**config.mk**
```make
export PLATFORM = sky130hd
export DESIGN_NAME = instr_fetch
export DESIGN_NICKNAME = d
export VERILOG_FILES = /design/src/rtl/instr_fetch_pkg.sv /design/src/rtl/instr_fetch_queue.sv /design/src/rtl/instr_fetch.sv
export SDC_FILE = /design/constraint.sdc
export NUM_CORES = 1
export LEC_CHECK = 0
export ABC_AREA = 0
export BUFFER_PORTS_ARGS = -buffer_cell sky130_fd_sc_hd__buf_2
export CAP_MARGIN = 20
export CORE_ASPECT_RATIO = 0.5
export CORE_UTILIZATION = 25
export CTS_CLUSTER_DIAMETER = 150
export DETAILED_ROUTE_END_ITERATION = 10
export GPL_TIMING_DRIVEN = 0
export PLACE_DENSITY_LB_ADDON = 0.15
export SYNTH_ARGS = -nofsm -noshare
export SYNTH_HDL_FRONTEND = slang
export SYNTH_SLANG_ARGS = --single-unit
```
**constraint.sdc**
```tcl
create_clock -name clk -period 9.2 [get_ports clk]
set_input_delay 1.84 -clock clk [delete_from_list [all_inputs] [get_ports clk]]
set_output_delay 1.84 -clock clk [all_outputs]
set_load 0.02 [all_outputs]
```
**src/rtl/instr_fetch_pkg.sv**
```systemverilog
// Shared definitions for the fetch stage: word width, opcodes, FSM states.
// Latency: n/a (package).
// Backpressure: n/a (package).
package instr_fetch_pkg;

  localparam int WORD = 16;

  // Processor opcodes (ir[15:12]); only call/jump/jumpf carry an address word.
  localparam logic [3:0] OP_HALT  = 4'h0;
  localparam logic [3:0] OP_LOADI = 4'h1;
  localparam logic [3:0] OP_LOAD  = 4'h2;
  localparam logic [3:0] OP_STORE = 4'h3;
  localparam logic [3:0] OP_ADD   = 4'h4;
  localparam logic [3:0] OP_SUB   = 4'h5;
  localparam logic [3:0] OP_AND   = 4'h6;
  localparam logic [3:0] OP_OR    = 4'h7;
  localparam logic [3:0] OP_XOR   = 4'h8;
  localparam logic [3:0] OP_SHIFT = 4'h9;
  localparam logic [3:0] OP_CMP   = 4'hA;
  localparam logic [3:0] OP_RET   = 4'hB;
  localparam logic [3:0] OP_CALL  = 4'hC;
  localparam logic [3:0] OP_JUMP  = 4'hD;
  localparam logic [3:0] OP_JUMPF = 4'hE;
  localparam logic [3:0] OP_NOP   = 4'hF;

  typedef enum logic [1:0] {
    IDLE  = 2'd0,
    WAIT  = 2'd1,
    DRAIN = 2'd2
  } fetch_state_t;

  typedef struct packed {
    logic [WORD-1:0] pc;
    logic [WORD-1:0] word;
  } qentry_t;

  function automatic logic is_two_word(input logic [3:0] op);
    return (op == OP_CALL) || (op == OP_JUMP) || (op == OP_JUMPF);
  endfunction

endpackage

```
**src/rtl/instr_fetch_queue.sv**
```systemverilog
// Circular buffer of {pc, word} feeding the instruction assembler.
// Latency: push visible at head one cycle later; heads are read combinationally.
// Backpressure: none internally; the fetch FSM never pushes when full, flush dominates.
module fetch_queue
  import instr_fetch_pkg::*;
#(
  parameter int DEPTH = 4
) (
  input  logic                     clk,
  input  logic                     reset,
  input  logic                     push,
  input  logic [WORD-1:0]          push_pc,
  input  logic [WORD-1:0]          push_word,
  input  logic                     pop1,
  input  logic                     pop2,
  input  logic                     flush,
  output logic [WORD-1:0]          head0_pc,
  output logic [WORD-1:0]          head0_word,
  output logic [WORD-1:0]          head1_word,
  output logic [$clog2(DEPTH):0]   count
);

  localparam int AW = $clog2(DEPTH);
  localparam int CW = AW + 1;

  qentry_t          entries [DEPTH];
  logic [AW-1:0]    rd_ptr;
  logic [AW-1:0]    wr_ptr;
  logic [AW-1:0]    rd_ptr_p1;
  logic [1:0]       pop_n;

  assign pop_n      = pop2 ? 2'd2 : (pop1 ? 2'd1 : 2'd0);
  assign rd_ptr_p1  = rd_ptr + AW'(1);
  assign head0_pc   = entries[rd_ptr].pc;
  assign head0_word = entries[rd_ptr].word;
  assign head1_word = entries[rd_ptr_p1].word;

  // Storage and pointers; pointers wrap naturally because DEPTH is a power of two.
  always_ff @(posedge clk) begin
    if (!reset) begin
      rd_ptr <= '0;
      wr_ptr <= '0;
      count  <= '0;
      for (int i = 0; i < DEPTH; i++) entries[i] <= '0;
    end else if (flush) begin
      rd_ptr <= '0;
      wr_ptr <= '0;
      count  <= '0;
    end else begin
      if (push) begin
        entries[wr_ptr] <= '{pc: push_pc, word: push_word};
        wr_ptr          <= wr_ptr + AW'(1);
      end
      rd_ptr <= rd_ptr + AW'(pop_n);
      count  <= count + CW'(push) - CW'(pop_n);
    end
  end

endmodule

```
**src/rtl/instr_fetch.sv**
```systemverilog
// Fetch stage: prefetches words into a queue and hands whole instructions to the core.
// Latency: first instruction valid two cycles after request issue with a zero-wait memory.
// Backpressure: ir_ready low lets the queue fill; requests stop when full or halted.
module instr_fetch
  import instr_fetch_pkg::*;
#(
  parameter int              DEPTH    = 4,
  parameter logic [WORD-1:0] RESET_PC = 16'h0000
) (
  input  logic            clk,
  input  logic            reset,
  input  logic            halt,
  output logic            mem_req,
  output logic [WORD-1:0] mem_addr,
  input  logic            mem_ack,
  input  logic [WORD-1:0] mem_rdata,
  input  logic            redirect,
  input  logic [WORD-1:0] redirect_pc,
  output logic            ir_valid,
  input  logic            ir_ready,
  output logic [WORD-1:0] ir,
  output logic [WORD-1:0] ir_imm,
  output logic            ir_has_imm,
  output logic [WORD-1:0] ir_pc
);

  localparam int             CW   = $clog2(DEPTH) + 1;
  localparam logic [CW-1:0]  FULL = CW'(DEPTH);

  fetch_state_t    state, state_n;
  logic [WORD-1:0] fetch_pc, pc_n, addr_n;
  logic            req_n;
  logic            push, pop, pop1, pop2, has_imm;
  logic [WORD-1:0] head0_pc, head0_word, head1_word;
  logic [CW-1:0]   count;

  fetch_queue #(.DEPTH(DEPTH)) u_q (
    .clk        (clk),
    .reset      (reset),
    .push       (push),
    .push_pc    (mem_addr),
    .push_word  (mem_rdata),
    .pop1       (pop1),
    .pop2       (pop2),
    .flush      (redirect),
    .head0_pc   (head0_pc),
    .head0_word (head0_word),
    .head1_word (head1_word),
    .count      (count)
  );

  assign has_imm    = is_two_word(head0_word[WORD-1 -: 4]);
  assign ir         = head0_word;
  assign ir_pc      = head0_pc;
  assign ir_has_imm = has_imm;
  assign ir_imm     = has_imm ? head1_word : '0;
  assign ir_valid   = has_imm ? (count >= CW'(2)) : (count >= CW'(1));
  assign pop        = ir_valid && ir_ready && !redirect;
  assign pop1       = pop && !has_imm;
  assign pop2       = pop && has_imm;

  // State, fetch pointer and the registered memory request.
  always_ff @(posedge clk) begin
    if (!reset) begin
      state    <= IDLE;
      fetch_pc <= RESET_PC;
      mem_req  <= 1'b0;
      mem_addr <= '0;
    end else begin
      state    <= state_n;
      fetch_pc <= pc_n;
      mem_req  <= req_n;
      mem_addr <= addr_n;
    end
  end

  // Next-state: request issue, push on ack, and redirect overriding everything.
  always_comb begin
    state_n = state;
    pc_n    = fetch_pc;
    req_n   = mem_req;
    addr_n  = mem_addr;
    push    = 1'b0;
    case (state)
      IDLE: begin
        if (!halt && (count < FULL)) begin
          req_n   = 1'b1;
          addr_n  = fetch_pc;
          state_n = WAIT;
        end
      end
      WAIT: begin
        if (mem_ack) begin
          push = 1'b1;
          pc_n = fetch_pc + WORD'(1);
          if (!halt && ((count + CW'(1)) < FULL)) begin
            req_n  = 1'b1;
            addr_n = fetch_pc + WORD'(1);
          end else begin
            req_n   = 1'b0;
            state_n = IDLE;
          end
        end
      end
      DRAIN: begin
        // Stale read completes here and is thrown away.
        if (mem_ack) begin
          req_n   = 1'b0;
          state_n = IDLE;
        end
      end
      default: begin
        req_n   = 1'b0;
        state_n = IDLE;
      end
    endcase
    if (redirect) begin
      push = 1'b0;
      pc_n = redirect_pc;
      if (mem_req && !mem_ack) begin
        // Read still in flight: keep the bus stable and wait it out.
        state_n = DRAIN;
        req_n   = 1'b1;
        addr_n  = mem_addr;
      end else begin
        state_n = IDLE;
        req_n   = 1'b0;
      end
    end
  end

endmodule

```
---- Word level (Yosys, flattened, before mapping) ----
Memories as Yosys holds them, arrays and structs flattened. A register that Yosys moved wholly into a read port is not among the register bits.
Index checks and enable logic that the tools add are counted.
storage, ports and cells
  input bits .............................. 38
  RAM bits ................................ 128
  logic and storage cells ................. 90
  register bits ........................... 42
  memories ................................ 1
operators by class
  mux-type cells .......................... 39
  equality and inequality tests ........... 10
  $add $sub $neg .......................... 7
  bitwise operators ....................... 1
  $lt $le $gt $ge ......................... 4
  reductions and logical operators ........ 21
memories
  memory       depth  bits a word  rd ports  clocked after Yosys merged registers in  write ports  line                     source
  u_q.entries  4      32           2         1                                        4            instr_fetch_queue.sv:26  qentry_t entries [DEPTH];
operators with widths
  kind                                                                   count
  16-bit two-way mux                                                     9
  32-bit two-way mux                                                     1
  16-bit case mux with 2 select lines                                    1
  32-bit OR reduction                                                    1
  2-bit two-way mux                                                      9
  1-bit two-way mux                                                      17
  16-bit by 1-bit adder with 16-bit output, second input constant        1
  4-bit == test, second input constant                                   3
  3-bit != test, second input constant                                   4
  1-bit logical AND                                                      7
  3-bit less-than comparator, second input constant                      2
  2-bit case mux with 3 select lines                                     1
  2-bit by 1-bit adder with 2-bit output, second input constant          2
  1-bit zero test                                                        4
  4-bit AND reduction                                                    1
  2-bit nonzero test                                                     2
  3-bit by 1-bit adder with 3-bit output                                 1
  3-bit by 1-bit adder with 3-bit output, second input constant          1
  3-bit by 1-bit >= comparator with 1-bit output, second input constant  1
  3-bit by 2-bit >= comparator with 1-bit output, second input constant  1
  1-bit case mux with 3 select lines                                     1
  3-bit AND reduction                                                    1
  3-bit by 2-bit subtractor with 3-bit output                            1
  2-bit adder                                                            1
  8 further kinds                                                        9

---- Longest topological paths before layout ----
  depth in word-level cells ............... 11
  gate-level depth with buffers ........... 13
  depth with buffers taken out ............ 11

---- Hierarchy ----
From an unflattened synthesis, not the netlist that was laid out.
second synthesis, totals
  cells, all modules ...................... 652
  area, all modules ....................... 8102.8 um2
by module, submodules not included
  module       area an instance (um2)  cells each  times used
  fetch_queue  6125.9                  407         1
  instr_fetch  1976.9                  245         1

---- Worst setup path before layout ----
No wires, ideal clock.
  path type ............................... input to register
  start point ............................. input mem_ack
  end point ............................... memory u_q.entries[0][0] in the netlist's numbering, enable pin
  path slack .............................. 3.178 ns
  required time ........................... 8.689 ns
  data arrival time ....................... 5.512 ns
  stages .................................. 3
  path buffers ............................ 1
  cells stage by stage .................... nand3b_1 clkbuf_1 o41ai_1
RTL lines
  item         line                     source
  from (decl)  instr_fetch.sv:15        input logic mem_ack,
  to (decl)    instr_fetch_queue.sv:26

==> impl_metrics.json <==
{
  "post_synth_edffs": 128,
  "floorplan.io_pins": 105,
  "grtUsageTotal": 0.1465,
  "min_period_ns": 4.883,
  "grt_max_degree": 23,
  "finalNetCount": 811,
  "power_density_nw_per_um2": 174.5,
  "cts_post_setup_buffers_inserted": 0,
  "postSynthRegisterBits": 170,
  "worst-path-max-fanout": 10,
  "post_synthesis_async_set_or_reset_flop_share": 0,
  "timing_max_transition_violations_final": 0,
  "layout-drive-gt1-share": 0.2813,
  "number_of_fill_cells_in_the_layout": 3227,
  "tritoncts_num_sinks": 170,
  "initial_utilization": 0.2581,
  "clock_latency_on_the_worst_skew_pair_ns": 0.44,
  "cts.clk_slew.worst_paths_ns": 0.07,
  "timing.rr.start": "u_q.rd_ptr[0]$_SDFF_PP0_",
  "p_leak_nw": 3.865,
  "max_freq_mhz": 204.8,
  "layout_commonest_cell": "edfxtp_1",
  "holdPathEnd": "mem_addr[1]$_SDFFE_PN0P_",
  "finalSetupViolations": 0,
  "grt_pass1_vias": 5675,
  "drt_drc_violations_left": 0,
  "worstPathArrival_ns": 3.04,
  "drt_pass1_iterations": 4,
  "ctsHoldBuffers": 0,
  "totalNegativeSetupSlack_ns": 0,
  "setup_repair_after_global_routing_missed_its_margin": "false",
  "post-route-period-util": 0.5307,
  "chipHeight_um": 130.9,
  "crit_path_start_kind": "register",
  "synth-warning-count": 0,
  "clock-root-buffer": "clkbuf_16",
  "grt_antenna_before_repair": 0,
  "layout_common_cells": "128 x edfxtp_1, 119 x buf_2, 96 x and2_1, 47 x mux4_2, 46 x nor2_1",
  "antennaDiodeCount": 0,
  "maxSlewHeadroom": 0.4529,
  "multiInputGateArea_um2": 3405,
  "reg2reg_setup_slack_ns": 5.98,
  "r2r.worst_path.cells": 12,
  "routed_via_density": 4.533,
  "sequential_cell_area_fraction_in_the_yosys_report": 0.5641,
  "r2r-end": "u_q.count[2]$_SDFF_PP0_",
  "number_of_cells_in_the_design_after_placement": 1182,
  "outcome": "finished, final reports clean",
  "clock_tree.buffer_depth": 2,
  "floorplan.die_area_um2": 33990,
  "width_of_the_chip_um": 259.7,
  "routed-via-count": 5503,
  "cts_resized": 0,
  "syn_nets": 677,
  "route.antenna.remaining_nets": 0,
  "syn2layout_area_growth_pct": 22.10,
  "grt_overflow_total": 0,
  "floorplan.core_area_um2": 32170,
  "avgRoutedWirePerCell_um": 19.84,
  "first_pass_grt_wire_length_um": 36100,
  "timing.hold.worst.class": "reg -> reg",
  "worst_clock_skew_ns": 0.02461,
  "crit_start": "u_q.rd_ptr[1]$_SDFF_PP0_",
  "finish.cell_count_without_fillers": 1214,
  "timing.max_cap.violations": 0,
  "cp-end-kind": "output pin",
  "crit_type": "reg -> out",
  "timing.final.hold_violations": 0,
  "yosys_most_used_dff": "edfxtp_1",
  "netlist_area_um2": 8304,
  "setup_slack_after_placement_ns": 4.515,
  "slew_of_the_pin_with_the_lowest_slew_margin_ns": 0.8207,
  "htree_levels": 4,
  "placement_rows": 46,
  "hold_path.startpoint": "fetch_pc[1]$_SDFFE_PN0P_",
  "tritoncts.num_buffers": 17,
  "synthesis.instances": 635,
  "postLayoutSetupSlackWorst_ns": 4.317,
  "vdd_ir_drop_max_v": 0.0001119,
  "gpl.final_weighted_congestion": 0.7841,
  "syn-mean-instance-area_um2": 13.08,
  "finish.utilization": 0.3152,
  "worst_path_required_time_ns": 7.36,
  "drt_first_iter_violations": 343,
  "hold_depth": 2,
  "synthDistinctLibCells": 51,
  "hpwlAfterDp_um": 17160,
  "io_buffers": 103,
  "tritoncts": "yes",
  "wl_um": 24090,
  "register_area_um2": 4684
}
## stage by stage
stage / total power, mW / hold slack (ns) / instance area (um2)
2_1_floorplan: 0.9782 / 0.4880 / 8304
3_3_place_gp: 1.046 / 0.5102 / 9360
4_1_cts: 1.790 / 0.5218 / 10140
6_report: 1.769 / 0.5257 / 10140
3_5_place_dp: 1.054 / 0.5144 / 9554
5_1_grt: 1.837 / 0.5705 / 10140
## Yosys cell counts (2+ instances only)
cell,count,area share
edfxtp_1,128,0.46
and2_1,96,0.072
mux4_2,47,0.13
nor2_1,46,0.021
dfxtp_1,42,0.10
and3_1,36,0.027
clkbuf_1,27,0.012
nand2_1,27,0.012
a211oi_1,22,0.020
xnor2_1,19,0.020
buf_2,16,0.0096
xor2_1,14,0.015
nor2b_1,11,0.0083
a21oi_1,8,0.0048
nand3_1,8,0.0048
and2b_1,7,0.0063
inv_1,7,0.0032
mux2i_1,7,0.0084
nor3_1,7,0.0042
nor4_1,6,0.0045
nand4_1,5,0.0038
o21ai_0,5,0.0030
nand2b_1,4,0.0030
buf_1,3,0.0014
ha_1,3,0.0045
o31ai_1,3,0.0027
or3_1,3,0.0023
a311oi_1,2,0.0021
and3b_1,2,0.0021
buf_6,2,0.0027
nand3b_1,2,0.0018
## report_power, final
group / internal [mW] / switching, mW
combinational: 0.0571 / 0.0924
sequential: 0.856 / 0.0267
clock: 0.424 / 0.312
total: 1.34 / 0.431
## cell families (layout without fill, tap and decap cells)
family / count (synthesis) / after routing / share of synthesized area
AND/OR/NAND/NOR: 267 / 267 / 0.1819
flip-flops: 170 / 170 / 0.5641
buffers and inverters: 57 / 204 / 0.03044
multiplexers: 55 / 55 / 0.1391
AO/OA/AOI/OAI: 49 / 49 / 0.04279
XOR/XNOR: 33 / 33 / 0.03481
adder cells (fa/ha/maj): 4 / 4 / 0.006931
## area by class of cell
cell class | count | area share
multi-input cells | 408 | 0.3358
plain buffers | 49 | 0.02196
clock inverters | 13 | 0.01505
inverters | 8 | 0.002962
flip-flops and latches | 170 | 0.4620
well taps | 432 | 0.05331
repair buffers | 115 | 0.06626
clock buffers | 19 | 0.04270
## metal layers
metal / share of wire / GRT usage / vias up / wire length [um]
li1: - / - / 2614 / -
met1: 0.46 / 0.1941 / 2794 / 11090
met2: 0.49 / 0.2467 / 87 / 11890
met3: 0.040 / 0.03260 / 8 / 969
met4: 0.0059 / 0.03045 / 0 / 143
met5: 0 / 0 / - / 0
## registers in the layout, summed over array words and instances (netlist names)
name         count
u_q.count        3
state            2
u_q.entries    128
fetch_pc        16
mem_req          1
u_q.rd_ptr       2
u_q.wr_ptr       2
mem_addr        16
## how the worst max path moves through the flow
stage	to	slack, ns	cells past startpoint
3_5_place_dp	u_q.entries[0][15]$_SDFFCE_PN0P_	4.52	7
3_3_place_gp	u_q.entries[0][23]$_SDFFCE_PN0P_	-0.53	4
4_1_cts	ir_pc[10]	4.22	6
2_1_floorplan	u_q.entries[0][0]$_SDFFCE_PN0P_	3.18	3
5_1_grt	ir_pc[10]	4.10	6
6_report	ir_pc[10]	4.32	6
## critical path, cell delays in order (launching register included)
cell	delay (ns)
dfxtp_1	0.50
buf_4	0.31
buf_2	0.38
buf_2	0.43
buf_2	0.39
mux4_2	0.40
buf_2	0.19
Note: power is estimated with default switching activity, not from simulation.
